## src/rtl/dm_write_tracer.sv

```systemverilog
// dm_write_tracer: snoops data-memory writes into a circular (addr, data, timestamp) buffer
// and drains it oldest-first over valid/ready on a rising edge of dump.
module dm_write_tracer #(
   parameter int N            = 64,
   parameter int DEPTH        = 16,
   parameter int TS_W         = 16,
   parameter int STOP_ON_FULL = 0
) (
   input  logic                     CLOCK_50,
   input  logic                     reset,
   input  logic                     DM_writeEnable,
   input  logic [N-1:0]             DM_addr,
   input  logic [N-1:0]             DM_writeData,
   input  logic                     dump,
   output logic                     out_valid,
   input  logic                     out_ready,
   output logic [N-1:0]             out_addr,
   output logic [N-1:0]             out_data,
   output logic [TS_W-1:0]          out_ts,
   output logic [$clog2(DEPTH):0]   count,
   output logic                     overflow,
   output logic                     dump_done
);
   localparam int AW = $clog2(DEPTH);
   localparam logic [AW:0]     FULL   = DEPTH;
   localparam logic [AW:0]     ONE_C  = 1;
   localparam logic [AW-1:0]   ONE_P  = 1;
   localparam logic [TS_W-1:0] ONE_TS = 1;

   typedef enum logic [1:0] {CAPTURE, DRAIN, DONE} state_t;

   state_t          state_q, state_d;
   logic [N-1:0]    addr_q  [DEPTH];
   logic [N-1:0]    data_q  [DEPTH];
   logic [TS_W-1:0] stamp_q [DEPTH];
   logic [AW-1:0]   wr_ptr_q, wr_ptr_d, rd_ptr_q, rd_ptr_d;
   logic [AW:0]     count_q, count_d;
   logic [TS_W-1:0] ts_q, ts_d;
   logic            dump_q, dump_d, overflow_q, overflow_d, dump_done_q, dump_done_d;
   logic            full, wr_req, wr, pop;

   always_comb begin
      full        = count_q == FULL;
      wr_req      = state_q == CAPTURE && DM_writeEnable;
      wr          = wr_req && !(full && STOP_ON_FULL != 0);
      out_valid   = state_q == DRAIN && count_q != '0;
      pop         = out_valid && out_ready;
      // an overwrite of a full buffer drops the oldest entry, so the read side advances too
      wr_ptr_d    = wr ? wr_ptr_q + ONE_P : wr_ptr_q;
      rd_ptr_d    = (pop || (wr && full)) ? rd_ptr_q + ONE_P : rd_ptr_q;
      count_d     = (wr && !full) ? count_q + ONE_C : pop ? count_q - ONE_C : count_q;
      ts_d        = ts_q + ONE_TS;
      dump_d      = dump;
      overflow_d  = (wr_req && full) ? 1'b1 : (state_q == DONE && !dump) ? 1'b0 : overflow_q;
      state_d     = (state_q == CAPTURE && dump && !dump_q) ? DRAIN :
                    (state_q == DRAIN && count_q == '0)     ? DONE  :
                    (state_q == DONE && !dump)              ? CAPTURE : state_q;
      dump_done_d = state_d == DONE;
   end

   always_ff @(posedge CLOCK_50 or negedge reset) begin
      if (!reset) begin
         state_q     <= CAPTURE;
         wr_ptr_q    <= '0;
         rd_ptr_q    <= '0;
         count_q     <= '0;
         ts_q        <= '0;
         dump_q      <= 1'b0;
         overflow_q  <= 1'b0;
         dump_done_q <= 1'b0;
         for (int i = 0; i < DEPTH; i++) begin
            addr_q[i]  <= '0;
            data_q[i]  <= '0;
            stamp_q[i] <= '0;
         end
      end else begin
         state_q     <= state_d;
         wr_ptr_q    <= wr_ptr_d;
         rd_ptr_q    <= rd_ptr_d;
         count_q     <= count_d;
         ts_q        <= ts_d;
         dump_q      <= dump_d;
         overflow_q  <= overflow_d;
         dump_done_q <= dump_done_d;
         if (wr) begin
            addr_q[wr_ptr_q]  <= DM_addr;
            data_q[wr_ptr_q]  <= DM_writeData;
            stamp_q[wr_ptr_q] <= ts_q;
         end
      end
   end

   assign out_addr  = addr_q[rd_ptr_q];
   assign out_data  = data_q[rd_ptr_q];
   assign out_ts    = stamp_q[rd_ptr_q];
   assign count     = count_q;
   assign overflow  = overflow_q;
   assign dump_done = dump_done_q;
endmodule

```

## config.mk

```make
export PLATFORM = sky130hd
export DESIGN_NAME = dm_write_tracer
export DESIGN_NICKNAME = d
export VERILOG_FILES = /design/src/rtl/dm_write_tracer.sv
export SDC_FILE = /design/constraint.sdc
export NUM_CORES = 2
export LEC_CHECK = 0
export BUFFER_PORTS_ARGS = -buffer_cell sky130_fd_sc_hd__buf_2
export CORE_ASPECT_RATIO = 0.6
export CORE_MARGIN = 2
export CORE_UTILIZATION = 36
export CTS_BUF_LIST = sky130_fd_sc_hd__clkbuf_2
export DETAILED_ROUTE_END_ITERATION = 16
export GPL_TIMING_DRIVEN = 0
export PLACE_DENSITY_LB_ADDON = 0.12
export SYNTH_ARGS = -nofsm -noshare
export SYNTH_HDL_FRONTEND = slang
export SYNTH_SLANG_ARGS = --single-unit
```

## constraint.sdc

```tcl
create_clock -name CLOCK_50 -period 3 [get_ports CLOCK_50]
set_clock_uncertainty 0.05 [all_clocks]
set_input_delay 0.3 -clock CLOCK_50 [delete_from_list [all_inputs] [get_ports CLOCK_50]]
set_output_delay 0.3 -clock CLOCK_50 [all_outputs]
set_load 0.01 [all_outputs]
```

==> impl_metrics.py <==
metrics = {
    "pwr": {
        "cellPowerDensity_mw_per_mm2": 442,
        "sw_frac_of_total": 0.268,
        "switchingPower_mw": 14.9,
        "power.share.sequential": 0.568,
        "ir_drop_uv": 324,
        "clkPwrFrac": 0.402,
        "pwr-share-comb": 0.031,
        "p_leak_nw": 61.4,
        "p_int_mw": 40.6,
    },
    "worst_setup_path": {
        "r2r-start": "state_q[1]$_DFF_PN0_",
        "max_stage_delay_ps": 520,
        "reg2reg_to": "addr_q[318]$_DFFE_PN0P_",
        "cp_max_fo": 6,
        "path_cells": "buf_12, clkbuf_16, buf_16, buf_16, mux4_2, a22oi_2, nand2_4, buf_6",
        "crit_top_cell": "buf_16",
        "worst-setup-path-type": "reg -> out",
        "setup.worst_path.start_class": "flop",
        "rrSetupSlack_ps": -190,
        "end_kind": "output pin",
        "rr_worst_depth": 7,
        "cp_slowest_cell": "mux4_2",
        "critPathArrivalTime_ps": 4180,
        "crit_required_ps": 2650,
    },
    "logic_synthesis": {
        "synth_cell_types": 41,
        "synth.area.mux_share": 0.374,
        "yosysTopAreaCell": "dfrtp_1",
        "syn_area_sq_mm": 0.104,
        "synth-seq-area-share": 0.565,
        "yosys.area_share.simple": 0.0101,
        "synth.area.top_cells": "dfrtp_1, mux2_2, mux4_2",
        "yosysMostFrequentCell": "dfrtp_1",
        "synthCells": 6417,
        "synth_top_family_by_area": "multiplexers",
        "synth_top_area_share": 0.565,
        "synth_edf_count": 0,
        "synth_compound_area_frac": 0.0217,
        "yosys_most_used_dff": "dfrtp_1",
        "yosys.area_share.xor_xnor": 0.00194,
        "synth_fp_nets": 6560,
        "syn_area_per_cell_sq_um": 16.1,
        "synth-seq-cells": 2338,
        "synthAdderAreaFrac": 0.00128,
        "synth_common_cells": "dfrtp_1, mux2_2, mux4_2",
        "async_flop_share": 1.00,
        "ys_warn_count": 0,
    },
    "job": {
        "maxCapViolations": 0,
    },
    "sta": {
        "slew_headroom": 0.291,
        "finalSetupViolCount": 153,
        "grt_setup_unrepaired": "true",
        "fin_crit_ps": 4530,
        "hold_violations": 736,
        "fmaxAchievable_mhz": 221,
        "slew_violations": 0,
        "worst_slack_ps": -1530,
        "tightestPinTransition_ps": 1060,
        "finalCritPeriodShare": 1.51,
        "fin_tns_setup_ps": -205880,
        "fin_hold_ws_ps": -1060,
    },
    "route": {
        "drt-pass1-iter-count": 5,
        "route.detailed.drc": 0,
        "viasPerCell": 5.40,
        "drtIter0Drc": 4346,
        "postRouteWirelength_um": 350000,
        "dr_total_vias": 64998,
        "detail-route-antenna-nets": 0,
        "post_drt_wl_per_cell_um": 29.1,
    },
    "worst_hold_path": {
        "hold_path.class": "in -> async",
    },
    "floorplanning": {
        "start_util": 0.362,
        "die_width_um": 696,
        "coreArea_sq_mm": 0.286,
        "rows": 152,
        "fp.dieH_um": 419,
        "die-area_sq_mm": 0.292,
        "io_pins": 285,
    },
    "finish": {
        "fin_area_sq_mm": 0.125,
        "multiInputGateArea_sq_mm": 0.0443,
        "seqCellArea_sq_mm": 0.0585,
        "layout-drive-gt1-share": 0.603,
        "area_growth_syn_to_layout_pct": 21.1,
        "final_nets": 7965,
        "num-fill-cells": 26120,
        "finish.utilization": 0.439,
    },
    "clock_tree": {
        "cts_buffers": 593,
        "cts.htree.levels": 6,
        "cts_tree": "done",
        "clock_latency_ps": 1840,
        "clk_pin_slew_ps": 120,
        "cts_max_path_buffers": 4,
        "ctsRootBufferMaster": "clkbuf_2",
        "cts_num_sinks": 2338,
    },
    "global_routing": {
        "antenna_found_initial": 29,
        "grt_max_degree": 169,
        "grt_pass1_wl_um": 502000,
        "grt_pass1_vias": 68747,
        "grt_usage": 0.239,
        "grt_overflow": 0,
    },
    "placement": {
        "finalWeightedCongestion": 0.781,
        "port_buffers": 284,
        "dpl-instance-area_sq_mm": 0.111,
        "hpwl_um": 229000,
    },
    "run_status": {
        "violations": "negative hold slack, negative setup slack",
        "status": "finished, violations left",
    },
}
-- cell type report --
| type | count | area share |
|---|---|---|
| Sequential cell | 2338 | 0.466 |
| Multi-Input combinational cell | 3469 | 0.353 |
| Timing Repair Buffer | 823 | 0.0685 |
| Tap cell | 3850 | 0.0384 |
| Clock buffer | 838 | 0.0334 |
| Buffer | 590 | 0.0326 |
| Clock inverter | 115 | 0.00696 |
| Antenna cell | 13 | 0.000259 |
| Inverter | 7 | 0.000209 |
-- worst max-delay path: cells and delay by family, from the launching register on --
kind                   cells  cell delay [ps]
AOI/OAI and AO/OA          1              230
buffers and inverters      5              920
DFF                        1              420
muxes                      1              520
and+or+nand+nor            1              120
-- state kept, by name (all words and copies together), names as in the netlist --
register   cells
addr_q      1024
count          5
data_q      1024
dump_done      1
dump_q         1
overflow       1
rd_ptr_q       4
stamp_q      256
state_q        2
ts_q          16
wr_ptr_q       4
-- repair_timing --
action                                 4_1_cts  5_1_grt
gates cloned                                33        6
setup endpoints to repair                 1700     2393
hold buffers                               401        1
pin swaps                                  100      146
buffers inserted                            47       46
endpoints found under the hold margin     3533      739
gates resized for setup                    798      304
-- cells in the final DEF, fill, tap and decap left out, types with 44 or more instances in the layout --
master / instances
clkinv_1: 70
buf_12: 61
dlygate4sd3_1: 397
buf_6: 92
a22oi_1: 44
a22oi_2: 124
nand2_1: 87
clkbuf_2: 870
buf_2: 440
o22ai_2: 68
dfrtp_1: 2334
clkbuf_1: 158
mux4_2: 576
buf_16: 65
buf_4: 79
mux2_2: 2284
-- cells by family after synthesis --
logic type / Yosys count
mux: 2860
simple gates: 247
flops: 2338
buf+inv: 610
fa+ha+maj: 10
xor+xnor: 23
compound gates: 329
-- metrics by stage --
stage / total power [mW] / setup slack [ps] / std cells
6_report: 55.5 / -1530 / 12043
5_1_grt: 58.2 / -1720 / 12036
4_1_cts: 56.4 / -1890 / 12010
3_5_place_dp: 33.4 / -1320 / 10578
3_3_place_gp: 33.2 / -52110 / 10551
2_1_floorplan: 32.3 / 523 / 6417
-- power groups by stage --
stage / sequential, mW / clock (mW) / combinational, mW
finish: 31.5 / 22.3 / 1.72
global route: 31.5 / 24.8 / 1.94
CTS: 31.5 / 23.1 / 1.76
detailed placement: 32.1 / 0 / 1.30
global placement: 32.2 / 0 / 1.02
floorplan: 32.1 / 0 / 0.205
-- routing by layer --
| layer | GRT usage | up-vias | part of all wire |
|---|---|---|---|
| met5 | 0 | - | 0.00013 |
| met4 | 0.0592 | 8 | 0.022 |
| met3 | 0.0579 | 485 | 0.067 |
| met2 | 0.340 | 1804 | 0.42 |
| met1 | 0.365 | 35540 | 0.49 |
| li1 | - | 27161 | - |
-- worst max-delay path by stage --
stage | from | end | depth (start not counted) | slack [ps]
after global placement | reset | addr_q[1011]$_DFFE_PN0P_ | 1 | -52110
after CTS | rd_ptr_q[0]$_DFFE_PN0P_ | out_data[2] | 10 | -1890
after detailed placement | rd_ptr_q[1]$_DFFE_PN0P_ | out_addr[3] | 7 | -1320
after floorplan | state_q[1]$_DFF_PN0_ | count[4]$_DFFE_PN0P_ | 9 | 520
after global routing | rd_ptr_q[0]$_DFFE_PN0P_ | out_addr[4] | 8 | -1720
final | rd_ptr_q[0]$_DFFE_PN0P_ | out_data[50] | 8 | -1530
Power figures use the tool's default switching activity.
